`src/rtl/zx_mem_mapper_pkg.sv`:
```
// Shared constants and helpers for the Spectrum memory/IO mapper:
// paging port decode, paging register field positions and fixed bank numbers.
package zx_mem_mapper_pkg;

  localparam logic [15:0] PAGE_PORT_MASK  = 16'h8002;
  localparam logic [15:0] PAGE_PORT_MATCH = 16'h0000;

  localparam int PG_W       = 6;
  localparam int PG_RAM_LSB = 0;
  localparam int PG_SCREEN  = 3;
  localparam int PG_ROM     = 4;
  localparam int PG_LOCK    = 5;

  localparam logic [2:0] BANK_SCREEN = 3'd5;
  localparam logic [2:0] BANK_SHADOW = 3'd7;
  localparam logic [2:0] BANK_MID    = 3'd2;

  // 16K CPU address windows, selected by cpu_addr[15:14]
  typedef enum logic [1:0] {
    REGION_ROM = 2'd0,
    REGION_LOW = 2'd1,
    REGION_MID = 2'd2,
    REGION_TOP = 2'd3
  } region_e;

  function automatic logic is_page_port(input logic [15:0] addr);
    return (addr & PAGE_PORT_MASK) == PAGE_PORT_MATCH;
  endfunction

endpackage

```
`src/rtl/zx_mem_mapper_if.sv`:
```
// CPU-side bus between tv80n and the mapper: address, data, strobes in;
// chip selects, write enable and physical ROM/RAM addresses out.
interface zx_mem_mapper_if #(
  parameter int RAM_AW = 17,
  parameter int ROM_AW = 15
);
  logic [15:0]       cpu_addr;
  logic [7:0]        cpu_dout;
  logic              n_mreq;
  logic              n_iorq;
  logic              n_rd;
  logic              n_wr;
  logic              n_romCS;
  logic              n_ramCS;
  logic              n_kbdCS;
  logic [ROM_AW-1:0] rom_addr;
  logic [RAM_AW-1:0] ram_addr;
  logic              ram_we;

  modport master (
    output cpu_addr, cpu_dout, n_mreq, n_iorq, n_rd, n_wr,
    input  n_romCS, n_ramCS, n_kbdCS, rom_addr, ram_addr, ram_we
  );

  modport slave (
    input  cpu_addr, cpu_dout, n_mreq, n_iorq, n_rd, n_wr,
    output n_romCS, n_ramCS, n_kbdCS, rom_addr, ram_addr, ram_we
  );
endinterface

```
`src/rtl/zx_mem_mapper_clk_div.sv`:
```
// CPU clock divider with normal/turbo ratio; the ratio is only re-latched on
// counter wrap so a turbo toggle can never shorten a cpu_clk phase.
module zx_clk_div #(
  parameter int CLK_DIV   = 5,
  parameter int TURBO_DIV = 2
) (
  input  logic clk,
  input  logic reset_n,
  input  logic turbo,
  output logic cpu_clk,
  output logic cpu_clk_en
);

  localparam int MAX_DIV = (CLK_DIV > TURBO_DIV) ? CLK_DIV : TURBO_DIV;
  localparam int CW      = $clog2(MAX_DIV + 1);

  localparam logic [CW-1:0] ONE     = CW'(1);
  localparam logic [CW-1:0] NORM_D  = CW'(CLK_DIV);
  localparam logic [CW-1:0] TURBO_D = CW'(TURBO_DIV);

  logic [CW-1:0] cnt_r;
  logic [CW-1:0] div_r;
  logic [CW-1:0] half_s;
  logic [CW-1:0] last_s;
  logic          high_s;

  assign half_s = div_r >> 1;
  assign last_s = div_r - ONE;
  assign high_s = (cnt_r >= half_s);

  // Period counter, ratio latch and registered clock/enable outputs
  always_ff @(posedge clk or negedge reset_n) begin
    if (!reset_n) begin
      cnt_r      <= '0;
      div_r      <= NORM_D;
      cpu_clk    <= 1'b0;
      cpu_clk_en <= 1'b0;
    end else begin
      if (cnt_r == last_s) begin
        cnt_r <= '0;
        div_r <= turbo ? TURBO_D : NORM_D;
      end else begin
        cnt_r <= cnt_r + ONE;
      end
      cpu_clk    <= high_s;
      cpu_clk_en <= high_s & ~cpu_clk;
    end
  end

endmodule

```
`src/rtl/zx_mem_mapper.sv`:
```
// Spectrum memory/IO mapper: 128K-style paging via port 0x7FFD with lock bit,
// physical ROM/RAM address generation and turbo-capable CPU clock.
module zx_mem_mapper
  import zx_mem_mapper_pkg::*;
#(
  parameter int  PAGING    = 1,
  parameter int  RAM_BANKS = 8,
  parameter int  ROM_BANKS = 2,
  parameter int  CLK_DIV   = 5,
  parameter int  TURBO_DIV = 2,
  localparam int RAM_BW    = (RAM_BANKS > 1) ? $clog2(RAM_BANKS) : 1,
  localparam int ROM_BW    = (ROM_BANKS > 1) ? $clog2(ROM_BANKS) : 1
) (
  input  logic              clk,
  input  logic              reset_n,
  input  logic              turbo,
  output logic              cpu_clk,
  output logic              cpu_clk_en,
  zx_mem_mapper_if.slave    bus,
  output logic [RAM_BW-1:0] vid_bank,
  output logic [PG_W-1:0]   page_reg
);

  localparam logic PAGING_EN = (PAGING != 0);

  logic [PG_W-1:0]   page_r;
  logic              pwr_s;
  logic              pwr_r;
  region_e           region_s;
  logic [2:0]        bank3_s;
  logic [2:0]        vid3_s;
  logic              rom_sel_s;
  logic [RAM_BW-1:0] ram_bank_s;
  logic [ROM_BW-1:0] rom_bank_s;
  logic              mem_s;
  logic              rom_cs_s;
  logic              ram_cs_s;
  logic              unused_s;

  zx_clk_div #(
    .CLK_DIV   (CLK_DIV),
    .TURBO_DIV (TURBO_DIV)
  ) u_clk_div (
    .clk        (clk),
    .reset_n    (reset_n),
    .turbo      (turbo),
    .cpu_clk    (cpu_clk),
    .cpu_clk_en (cpu_clk_en)
  );

  assign pwr_s = ~bus.n_iorq & ~bus.n_wr & is_page_port(bus.cpu_addr);

  // Paging register: one commit per IO cycle on the rising edge of pwr.
  // pwr_r resets high so a strobe still held across reset cannot commit.
  always_ff @(posedge clk or negedge reset_n) begin
    if (!reset_n) begin
      pwr_r  <= 1'b1;
      page_r <= '0;
    end else begin
      pwr_r <= pwr_s;
      if (PAGING_EN && pwr_s && !pwr_r && !page_r[PG_LOCK]) begin
        page_r <= bus.cpu_dout[PG_W-1:0];
      end else begin
        page_r <= page_r;
      end
    end
  end

  // Bank selection for the 16K window addressed by the CPU
  always_comb begin
    region_s  = region_e'(bus.cpu_addr[15:14]);
    bank3_s   = 3'd0;
    vid3_s    = 3'd0;
    rom_sel_s = 1'b0;
    if (PAGING_EN) begin
      rom_sel_s = page_r[PG_ROM];
      vid3_s    = page_r[PG_SCREEN] ? BANK_SHADOW : BANK_SCREEN;
      case (region_s)
        REGION_LOW: bank3_s = BANK_SCREEN;
        REGION_MID: bank3_s = BANK_MID;
        REGION_TOP: bank3_s = page_r[PG_RAM_LSB +: 3];
        default:    bank3_s = 3'd0;
      endcase
    end else begin
      case (region_s)
        REGION_LOW: bank3_s = 3'd0;
        REGION_MID: bank3_s = 3'd1;
        REGION_TOP: bank3_s = 3'd2;
        default:    bank3_s = 3'd0;
      endcase
    end
  end

  assign ram_bank_s = RAM_BW'(bank3_s);
  assign rom_bank_s = ROM_BW'(rom_sel_s);

  assign mem_s    = ~bus.n_mreq;
  assign rom_cs_s = mem_s & (region_s == REGION_ROM);
  assign ram_cs_s = mem_s & (region_s != REGION_ROM);

  assign bus.n_romCS  = ~rom_cs_s;
  assign bus.n_ramCS  = ~ram_cs_s;
  assign bus.n_kbdCS  = ~(~bus.n_iorq & ~bus.n_rd & ~bus.cpu_addr[0]);
  assign bus.ram_we   = ram_cs_s & ~bus.n_wr;
  assign bus.rom_addr = {rom_bank_s, bus.cpu_addr[13:0]};
  assign bus.ram_addr = {ram_bank_s, bus.cpu_addr[13:0]};

  assign vid_bank = RAM_BW'(vid3_s);
  assign page_reg = page_r;

  // cpu_dout[7:6] have no meaning in the paging register
  assign unused_s = &{1'b0, bus.cpu_dout[7:6]};

endmodule

```
`src/flat_wrapper.sv`:
```
// flat-port wrapper written by rule: the top's interface ports become plain ports
module zx_mem_mapper_flat import zx_mem_mapper_pkg::*;
#(
  parameter int  PAGING    = 1,
  parameter int  RAM_BANKS = 8,
  parameter int  ROM_BANKS = 2,
  parameter int  CLK_DIV   = 5,
  parameter int  TURBO_DIV = 2,
  localparam int RAM_BW    = (RAM_BANKS > 1) ? $clog2(RAM_BANKS) : 1,
  localparam int ROM_BW    = (ROM_BANKS > 1) ? $clog2(ROM_BANKS) : 1
)
  (clk, reset_n, turbo, cpu_clk, cpu_clk_en, vid_bank, page_reg, bus_cpu_addr, bus_cpu_dout, bus_n_mreq, bus_n_iorq, bus_n_rd, bus_n_wr, bus_n_romCS, bus_n_ramCS, bus_n_kbdCS, bus_rom_addr, bus_ram_addr, bus_ram_we);
  zx_mem_mapper_if #(.RAM_AW((17)), .ROM_AW((15))) bus_i ();
  input  logic clk;
  input  logic reset_n;
  input  logic turbo;
  output logic cpu_clk;
  output logic cpu_clk_en;
  output logic [RAM_BW-1:0] vid_bank;
  output logic [PG_W-1:0] page_reg;
  input wire logic [$bits(bus_i.cpu_addr)-1:0] bus_cpu_addr;
  input wire logic [$bits(bus_i.cpu_dout)-1:0] bus_cpu_dout;
  input wire logic [$bits(bus_i.n_mreq)-1:0] bus_n_mreq;
  input wire logic [$bits(bus_i.n_iorq)-1:0] bus_n_iorq;
  input wire logic [$bits(bus_i.n_rd)-1:0] bus_n_rd;
  input wire logic [$bits(bus_i.n_wr)-1:0] bus_n_wr;
  output wire logic [$bits(bus_i.n_romCS)-1:0] bus_n_romCS;
  output wire logic [$bits(bus_i.n_ramCS)-1:0] bus_n_ramCS;
  output wire logic [$bits(bus_i.n_kbdCS)-1:0] bus_n_kbdCS;
  output wire logic [$bits(bus_i.rom_addr)-1:0] bus_rom_addr;
  output wire logic [$bits(bus_i.ram_addr)-1:0] bus_ram_addr;
  output wire logic [$bits(bus_i.ram_we)-1:0] bus_ram_we;
  assign bus_i.cpu_addr = bus_cpu_addr;
  assign bus_i.cpu_dout = bus_cpu_dout;
  assign bus_i.n_mreq = bus_n_mreq;
  assign bus_i.n_iorq = bus_n_iorq;
  assign bus_i.n_rd = bus_n_rd;
  assign bus_i.n_wr = bus_n_wr;
  assign bus_n_romCS = bus_i.n_romCS;
  assign bus_n_ramCS = bus_i.n_ramCS;
  assign bus_n_kbdCS = bus_i.n_kbdCS;
  assign bus_rom_addr = bus_i.rom_addr;
  assign bus_ram_addr = bus_i.ram_addr;
  assign bus_ram_we = bus_i.ram_we;
  zx_mem_mapper #(.PAGING(PAGING), .RAM_BANKS(RAM_BANKS), .ROM_BANKS(ROM_BANKS), .CLK_DIV(CLK_DIV), .TURBO_DIV(TURBO_DIV)) u_core (.clk(clk), .reset_n(reset_n), .turbo(turbo), .cpu_clk(cpu_clk), .cpu_clk_en(cpu_clk_en), .bus(bus_i), .vid_bank(vid_bank), .page_reg(page_reg));
endmodule
```
`config.mk`:
```
export PLATFORM = sky130hd
export DESIGN_NAME = zx_mem_mapper_flat
export DESIGN_NICKNAME = d
export VERILOG_FILES = /design/src/rtl/zx_mem_mapper_pkg.sv /design/src/rtl/zx_mem_mapper_if.sv /design/src/rtl/zx_mem_mapper_clk_div.sv /design/src/rtl/zx_mem_mapper.sv /design/src/flat_wrapper.sv
export SDC_FILE = /design/constraint.sdc
export NUM_CORES = 1
export LEC_CHECK = 0
export BUFFER_PORTS_ARGS = -buffer_cell sky130_fd_sc_hd__clkbuf_2
export CORE_ASPECT_RATIO = 1.75
export CORE_MARGIN = 5
export CORE_UTILIZATION = 30
export CTS_BUF_LIST = sky130_fd_sc_hd__clkbuf_8
export CTS_CLUSTER_DIAMETER = 150
export DETAILED_ROUTE_END_ITERATION = 10
export PLACE_DENSITY = 0.75
export SYNTH_ARGS = -nofsm -noshare
export SYNTH_HDL_FRONTEND = slang
export SYNTH_SLANG_ARGS = --single-unit
export TNS_END_PERCENT = 20
```
`constraint.sdc`:
```
create_clock -name clk -period 2 [get_ports clk]
set_clock_uncertainty 0.15 [all_clocks]
set_input_delay 0.1 -clock clk [delete_from_list [all_inputs] [get_ports clk]]
set_output_delay 0.1 -clock clk [all_outputs]
set_load 0.005 [all_outputs]
```
==> results of run 1 <==
## stage by stage
| step | hold WS (ps) | util | setup slack, ps |
|---|---|---|---|
| final | 50.0 | 0.369 | 70.2 |
| after global placement | -135 | 0.316 | 180 |
| after floorplan | -346 | - | 206 |
| after detailed placement | -124 | 0.316 | 54.8 |
| after global routing | 50.0 | 0.369 | 13.0 |
| after CTS | 50.1 | 0.369 | 48.2 |
## report_power, final
group	switching, uW	internal [uW]
Combinational	244	284
Clock	97.1	174
Sequential	84.6	396
Total	425	854
## metal layers
metal / track usage / vias to the layer above
met2: 0.144 / 40
met5: 0 / -
met4: 0.0233 / 0
li1: - / 285
met3: 0.0233 / 9
met1: 0.0864 / 291
## final cells by class
type	instances	area, sq um
clock buffer	4	55.1
fill	299	1870
inverter	5	18.8
multi-input combinational	35	327
sequential	14	353
tap	42	52.6
timing repair buffer	47	285
## Yosys cell counts
| library cell | n |
|---|---|
| nor4_4 | 1 |
| and2_1 | 1 |
| nand3_1 | 1 |
| nand2b_1 | 1 |
| xnor2_1 | 2 |
| a31o_2 | 1 |
| mux2_2 | 1 |
| nor2_1 | 2 |
| a21boi_0 | 3 |
| o21bai_1 | 1 |
| dfstp_2 | 2 |
| mux2_4 | 5 |
| buf_4 | 32 |
| ha_1 | 4 |
| xor2_1 | 2 |
| conb_1 | 1 |
| inv_1 | 5 |
| mux2i_1 | 1 |
| a211o_1 | 1 |
| or3_1 | 1 |
| or3_2 | 1 |
| nand2_4 | 1 |
| dfrtp_1 | 12 |
| a31oi_1 | 2 |
| nor2b_1 | 1 |
## repair_timing
action / CTS / global route
hold buffers: 10 / 0
setup buffers: 0 / 0
endpoints found under the hold margin: 23 / 0
## critical path, stage by stage, from the launching register on
cell     delay [ps]
dfstp_2         530
inv_1            70
ha_1            310
xnor2_1         260
nand3_1         180
mux2_2          310
## kinds of logic after synthesis
group	count (synthesis)	share of synthesized area
buf+inv	37	0.277
flops	14	0.378
simple gates	10	0.0830
compound gates	8	0.0643
mux	7	0.103
fa+ha+maj	4	0.0535
xor+xnor	4	0.0375
other cells	1	0.00401
## path summary, 6_finish.rpt
| path | start | end | slack [ps] | cells after the start |
|---|---|---|---|---|
| worst max-delay path | u_core.u_clk_div.div_r[0]$_DFFE_PN1N_ | u_core.u_clk_div.div_r[1]$_DFFE_PN0N_ | 70 | 5 |
| worst min-delay path | bus_cpu_addr[11] | bus_ram_addr[11] | 50 | 0 |
| worst max register to register | u_core.u_clk_div.div_r[0]$_DFFE_PN1N_ | u_core.u_clk_div.div_r[1]$_DFFE_PN0N_ | 70 | 5 |
| worst min register to register | u_core.u_clk_div.cpu_clk$_DFF_PN0_ | u_core.u_clk_div.cpu_clk_en$_DFF_PN0_ | 270 | 1 |
| max in group asynchronous | reset_n | u_core.u_clk_div.div_r[0]$_DFFE_PN1N_ | 1250 | 2 |
| min in group asynchronous | reset_n | u_core.u_clk_div.cpu_clk$_DFF_PN0_ | 150 | 2 |
==> metrics, run 1 <==
highest metal used met4; ant diodes 0; CP Data Arrival Time 1900 ps; DRC Markers 0; warning count from the yosys run 0; Die H between 80 and 90 microns; synthesized cell area a little over 900 sq um; RSZ-0062 raised after global routing no; most frequent cells in the layout clkbuf_2, dfrtp_1, dlygate4sd3_1; Via density 4.25; CTS sink cnt 14; Nets approximately 140; Peak VDD IR between 400 and 500 uV; Pleak around 0.00057 uW; Netlist cell types 25; Initial Util 0.316; post-synth top area cell dfrtp_1; period utilization 0.965; CTS HTree Levels 1; Ports between 70 and 80; Req. time, crit path between 1500 and 2000 ps; commonest non-fill, non-tap cell in the layout clkbuf_2; metal2 WL roughly 870 microns; CP Capture Type register; Power Dens Cells 1170 nW/um^2; WS Path Type reg -> reg; Max Fanout on Critical Path 3; cell area after layout around 1100 sq um; wirelength, routed between 1500 and 2000 microns; # rows 26; vias after detailed routing between 600 and 700; Metal-1 WL ~610 microns; Largest register FFs 6; main area contributors after synthesis dfrtp_1, buf_4, mux2_4, dfstp_2, ha_1; Max Cap Violations 0; Overflow after GRT 0; Starting DRT DRC Count 0; Max Buffers Root-to-Sink 2; Worst-Skew Late Latency between 200 and 250 ps; drt pass-1 iters 1; TritonCTS Buffers 3; Seq/Total Area, Yosys 0.378; final worst path period need approximately 1900 ps; ratio of cells with drive above 1 in the final layout 0.505; fmax roughly 520 MHz; Die Wd ~52 microns; vias in the first global route approximately 640; placed insts approximately 130; Yosys top cell area share 0.321; non-filler cells, final approximately 150; Die Area between 4000 and 5000 sq um; outcome complete, no violations; Final Hold Fails 0; antenna violations before repair 0; Hold WC Path Type in -> out; Mapped Cells 85; first-pass GRT wire length approximately 2700 microns; GP Congestion roughly 0.65; setup violators final 0; CP startpoint kind register; total global-route track usage 0.0800; ANT nets after route 0; Root Driver clkbuf_8; port bufs 37; sum of negative setup slack 0 ps; CTS clk-pin slew, worst paths approximately 60 ps; Yosys reg bits 14; Layout area overhead 16.7%; count of pins over their slew limit 0; TritonCTS clock tree done; pin count of the biggest net entering global routing 15; Avg WL per Cell around 12 microns; CTS resizes 0; Syn Area/Cell around 11 sq um; Tot Pwr roughly 1300 uW; core area 2960 sq um; routed wl met3 approximately 250 microns; Placement Cell Area 936 sq um; DPL Wire Length approximately 1400 microns
Power figures use the tool's default switching activity.
==> run 2: changes to the inputs <==
- CORE_UTILIZATION: 30 -> 39
- CTS_BUF_LIST: sky130_fd_sc_hd__clkbuf_8 -> sky130_fd_sc_hd__clkbuf_4 sky130_fd_sc_hd__clkbuf_8
- PLACE_DENSITY: 0.75 -> 0.91
- RECOVER_POWER: default -> 25
==> run 2 against run 1 <==
  * Power grew 2.6%
  * Worst hold slack is essentially flat
  * Final area fell by 1.3%
  * Flip-flop and latch count did not move
  * Setup slack gained 53 ps
  * Critical endpoint unchanged
  * Largest cell class unchanged
  * Largest power group unchanged
  * Highest routed layer unchanged
==> metrics, run 2 (synthesis results as in run 1) <==
ratio of cells with drive above 1 in the final layout 0.514; sum of negative setup slack 0 ps; total global-route track usage 0.113; GR Util met3 0.0215; Initial Util 0.406; Starting DRT DRC Count 9; Power Dens Cells between 1000 and 1500 nW/um^2; Die Wd ~47 microns; Die Area between 3000 and 4000 sq um; wirelength, routed a little under 2000 microns; CTS sink cnt 14; CP Capture Type register; Worst-Skew Late Latency around 240 ps; fill count between 200 and 250; core area 2300 sq um; TritonCTS clock tree done; ANT nets after route 0; antenna violations before repair 0; period utilization 0.938; Setup Buffers After CTS 0; Req. time, crit path a little under 2000 ps; setup violators final 0; Max Buffers Root-to-Sink 2; Largest register FFs 6; Pleak 0.000580 uW; met1 Usage GRT 0.0893; DPL Wire Length 1530 microns; TritonCTS Buffers 3; vias after detailed routing 616; DRC Markers 0; CP Data Arrival Time between 1500 and 2000 ps; first-pass GRT wire length 2820 microns; most frequent cells in the layout clkbuf_2, dfrtp_1, dlygate4sd3_1; Avg WL per Cell around 15 microns; Nets between 100 and 150; CP startpoint kind register; drt pass-1 iters 2; count of pins over their slew limit 0; RSZ-0062 raised after global routing no; Max Cap Violations 0; CTS HTree Levels 1; port bufs 37; WS Path Type reg -> reg; Ports slightly below 80; CTS clk-pin slew, worst paths about 60 ps; Root Driver clkbuf_8; Die H between 70 and 80 microns; Tot Pwr 1310 uW; Via density 4.74; vias in the first global route 641; footprint of the multi-input gates approximately 330 sq um; ant diodes 0; grt peak-use layer met2; GP Congestion between 0.6 and 0.7; Max Fanout on Critical Path 3; pin count of the biggest net entering global routing 15; # rows 23; Overflow after GRT 0; Hold WC Path Type in -> out; fmax between 500 and 600 MHz; commonest non-fill, non-tap cell in the layout clkbuf_2; global-route met2 utilization 0.213; register area 353 sq um; Final Hold Fails 0; Peak VDD IR around 680 uV; outcome complete, no violations; final worst path period need between 1500 and 2000 ps; Layout area overhead 15.3%
## run 2: critical path, stage by stage, from the launching register on
cell and delay [ps]:
dfstp_2 530, inv_1 70, ha_1 330, xnor2_2 210, nand3_1 160, mux2_2 300
## run 2: stage by stage
step | worst slack [ps] | hold WS (ps) | instances | instance area [sq um] | utilization
2_1_floorplan | 206 | -346 | 86 | 938 | -
3_3_place_gp | 181 | -132 | 116 | 915 | 0.397
3_5_place_dp | 104 | -127 | 116 | 915 | 0.397
4_1_cts | 89.0 | 50.1 | 130 | 1070 | 0.465
5_1_grt | 14.7 | 50.0 | 130 | 1080 | 0.468
6_report | 123 | 50.0 | 130 | 1080 | 0.468
## run 2: cell type report
| type | instances | area share |
|---|---|---|
| timing repair buffer | 47 | 0.265 |
| multi-input combinational | 35 | 0.310 |
| inverter | 5 | 0.0174 |
| sequential | 14 | 0.328 |
| clock buffer | 4 | 0.0511 |
| tap | 25 | 0.0290 |
## run 2: routing by layer
metal,vias up,routed length [microns]
met5,-,0
met4,0,116
met3,20,264
met2,32,981
met1,280,562
li1,284,-
## run 2: repair_timing
action                                  in CTS  in global routing
gates resized for setup                      0                  1
hold buffers                                10                  0
endpoints found under the setup margin       0                  1
hold endpoints to repair                    23                  0
## run 2: final timing paths
path	depth (start not counted)	slack, ps	start	endpoint
max	5	120	u_core.u_clk_div.div_r[0]$_DFFE_PN1N_	u_core.u_clk_div.div_r[1]$_DFFE_PN0N_
min	0	50	bus_cpu_addr[8]	bus_ram_addr[8]
max reg2reg	5	120	u_core.u_clk_div.div_r[0]$_DFFE_PN1N_	u_core.u_clk_div.div_r[1]$_DFFE_PN0N_
min reg2reg	1	280	u_core.u_clk_div.cpu_clk$_DFF_PN0_	u_core.u_clk_div.cpu_clk_en$_DFF_PN0_
max in group asynchronous	2	1260	reset_n	u_core.pwr_r$_DFF_PN1_
min in group asynchronous	2	140	reset_n	u_core.page_reg[5]$_DFFE_PN0P_
## run 2: report_power, final
| group | internal, uW | switching [uW] |
|---|---|---|
| clock | 174 | 96.6 |
| combinational | 306 | 250 |
| sequential | 396 | 89.7 |
| total | 875 | 436 |
==> run 3: changes to the inputs <==
- CORE_UTILIZATION: 39 -> 38
- CTS_BUF_LIST: sky130_fd_sc_hd__clkbuf_4 sky130_fd_sc_hd__clkbuf_8 -> default
- PLACE_DENSITY: 0.91 -> 0.79
==> run 3 against run 2 <==
  * Core utilization fell by 0.58 points
  * Fmax is 1.0% lower
  * Via count grew 0.65%
  * Largest cell class unchanged
  * Highest routed layer unchanged
==> metrics, run 3 (synthesis results as in run 1) <==
Hold WC Path Type in -> out; WS Path Type reg -> reg; Initial Util 0.401; CTS clk-pin slew, worst paths about 50 ps; worst reg2reg endpoint u_core.u_clk_div.div_r[1]$_DFFE_PN0N_; final worst path period need roughly 1900 ps; Req. time, crit path about 2000 ps; share of power burned in registers 0.368; commonest non-fill, non-tap cell in the layout clkbuf_2; ant diodes 0; Die Area between 3000 and 4000 sq um; port bufs 37; period utilization 0.948; footprint of the multi-input gates between 300 and 400 sq um; CP Data Arrival Time 1870 ps; Peak VDD IR roughly 470 uV; # rows 23; crit path from u_core.u_clk_div.div_r[0]$_DFFE_PN1N_; GP Congestion around 0.68; fill count roughly 220; Largest register FFs 6; min-delay src bus_cpu_addr[6]; Avg WL per Cell 14.0 microns; Die Wd 47.5 microns; Logic pwr share 0.426; setup violators final 0; RSZ-0062 raised after global routing no; Tot Pwr ~1300 uW; Die H between 70 and 80 microns; Worst R2R Setup Slack between 100 and 150 ps; CP Capture Type register; fmax approximately 530 MHz; Nets ~140; register area approximately 350 sq um; Max Buffers Root-to-Sink 2; outcome complete, no violations; clock network fraction of total power 0.206; vias in the first global route about 630; Sw Pwr about 440 uW; Layout area overhead 15.3%; ANT nets after route 0; vias after detailed routing 620; TritonCTS clock tree done; first-pass GRT wire length approximately 2600 microns; DPL Wire Length approximately 1400 microns; Root Driver clkbuf_8; Max Cap Violations 0; Power Dens Cells about 1200 nW/um^2; Ports just under 80; pin count of the biggest net entering global routing 15; Worst-Skew Late Latency 250 ps; Reg2Reg Depth 5; wirelength, routed around 1800 microns; DRC Markers 0; cell-internal power between 800 and 900 uW; antenna violations before repair 0; TritonCTS Buffers 3; core area approximately 2300 sq um; Switching Share 0.335; total global-route track usage 0.105; Starting DRT DRC Count 3; count of pins over their slew limit 0; CP startpoint kind register; Worst Setup EP u_core.u_clk_div.div_r[1]$_DFFE_PN0N_; sum of negative setup slack 0 ps; drt pass-1 iters 2; CTS sink cnt 14; cell chain of the critical path inv_1, ha_1, xnor2_2, nand3_1, mux2_2; Overflow after GRT 0; most frequent cells in the layout clkbuf_2, dfrtp_1, dlygate4sd3_1; Max Fanout on Critical Path 3; Pleak between 0.0005 and 0.0006 uW; CP peak stage delay ~530 ps; reg2reg start u_core.u_clk_div.div_r[0]$_DFFE_PN1N_; ratio of cells with drive above 1 in the final layout 0.514; Via density roughly 4.8; Slowest-stage cell, CP dfstp_2; CTS HTree Levels 1; Final Hold Fails 0
run 3: cell type report:
type	count	area share
clock buffer	4	0.0511
inverter	5	0.0174
multi-input combinational	35	0.310
sequential	14	0.328
tap	25	0.0290
timing repair buffer	47	0.265
run 3: timing repair:
item,CTS,global route
hold buffers,10,0
setup endpoints to repair,0,1
endpoints found under the hold margin,23,0
resized for setup,0,1
buffers inserted,0,0
run 3: worst min-delay path by stage:
stage                                                  to  slack [ps]  cells past startpoint
finish                                    bus_rom_addr[6]          50                      0
global route                              bus_rom_addr[7]          50                      0
CTS                                      bus_rom_addr[12]          50                      0
detailed placement  u_core.u_clk_div.cpu_clk_en$_DFF_PN0_        -120                      1
global placement    u_core.u_clk_div.cpu_clk_en$_DFF_PN0_        -130                      1
floorplan                  u_core.page_reg[0]$_DFFE_PN0P_        -350                      0
run 3: power groups by stage:
stage | Combinational (uW) | Clock [uW] | Sequential, uW
after floorplan | 413 | 0 | 471
after global routing | 631 | 293 | 496
after global placement | 487 | 0 | 476
final | 561 | 271 | 484
after detailed placement | 518 | 0 | 486
after CTS | 540 | 284 | 482
run 3: stage by stage:
stage / worst slack (ps) / hold slack [ps] / util / area, sq um / std cells
after floorplan: 206 / -346 / - / 938 / 86
after global placement: 164 / -133 / 0.392 / 915 / 116
after detailed placement: 93.7 / -123 / 0.392 / 915 / 116
after CTS: 80.8 / 50.1 / 0.459 / 1070 / 130
after global routing: 39.2 / 50.0 / 0.462 / 1080 / 130
final: 104 / 50.0 / 0.462 / 1080 / 130
run 3: layer usage:
metal	GRT usage	part of all wire	up-vias
met4	0.0862	0.043	0
met1	0.0825	0.30	286
met2	0.199	0.51	36
li1	-	-	284
met3	0.0213	0.15	14
met5	0	0	-
run 3: critical path, delay by kind of cell, from the launching register on:
| kind | cells | cell delay, ps |
|---|---|---|
| adders and majority gates | 1 | 330 |
| xor gates and xnor gates | 1 | 210 |
| DFF | 1 | 530 |
| muxes | 1 | 310 |
| buffers and inverters | 1 | 70 |
| and+or+nand+nor | 1 | 180 |
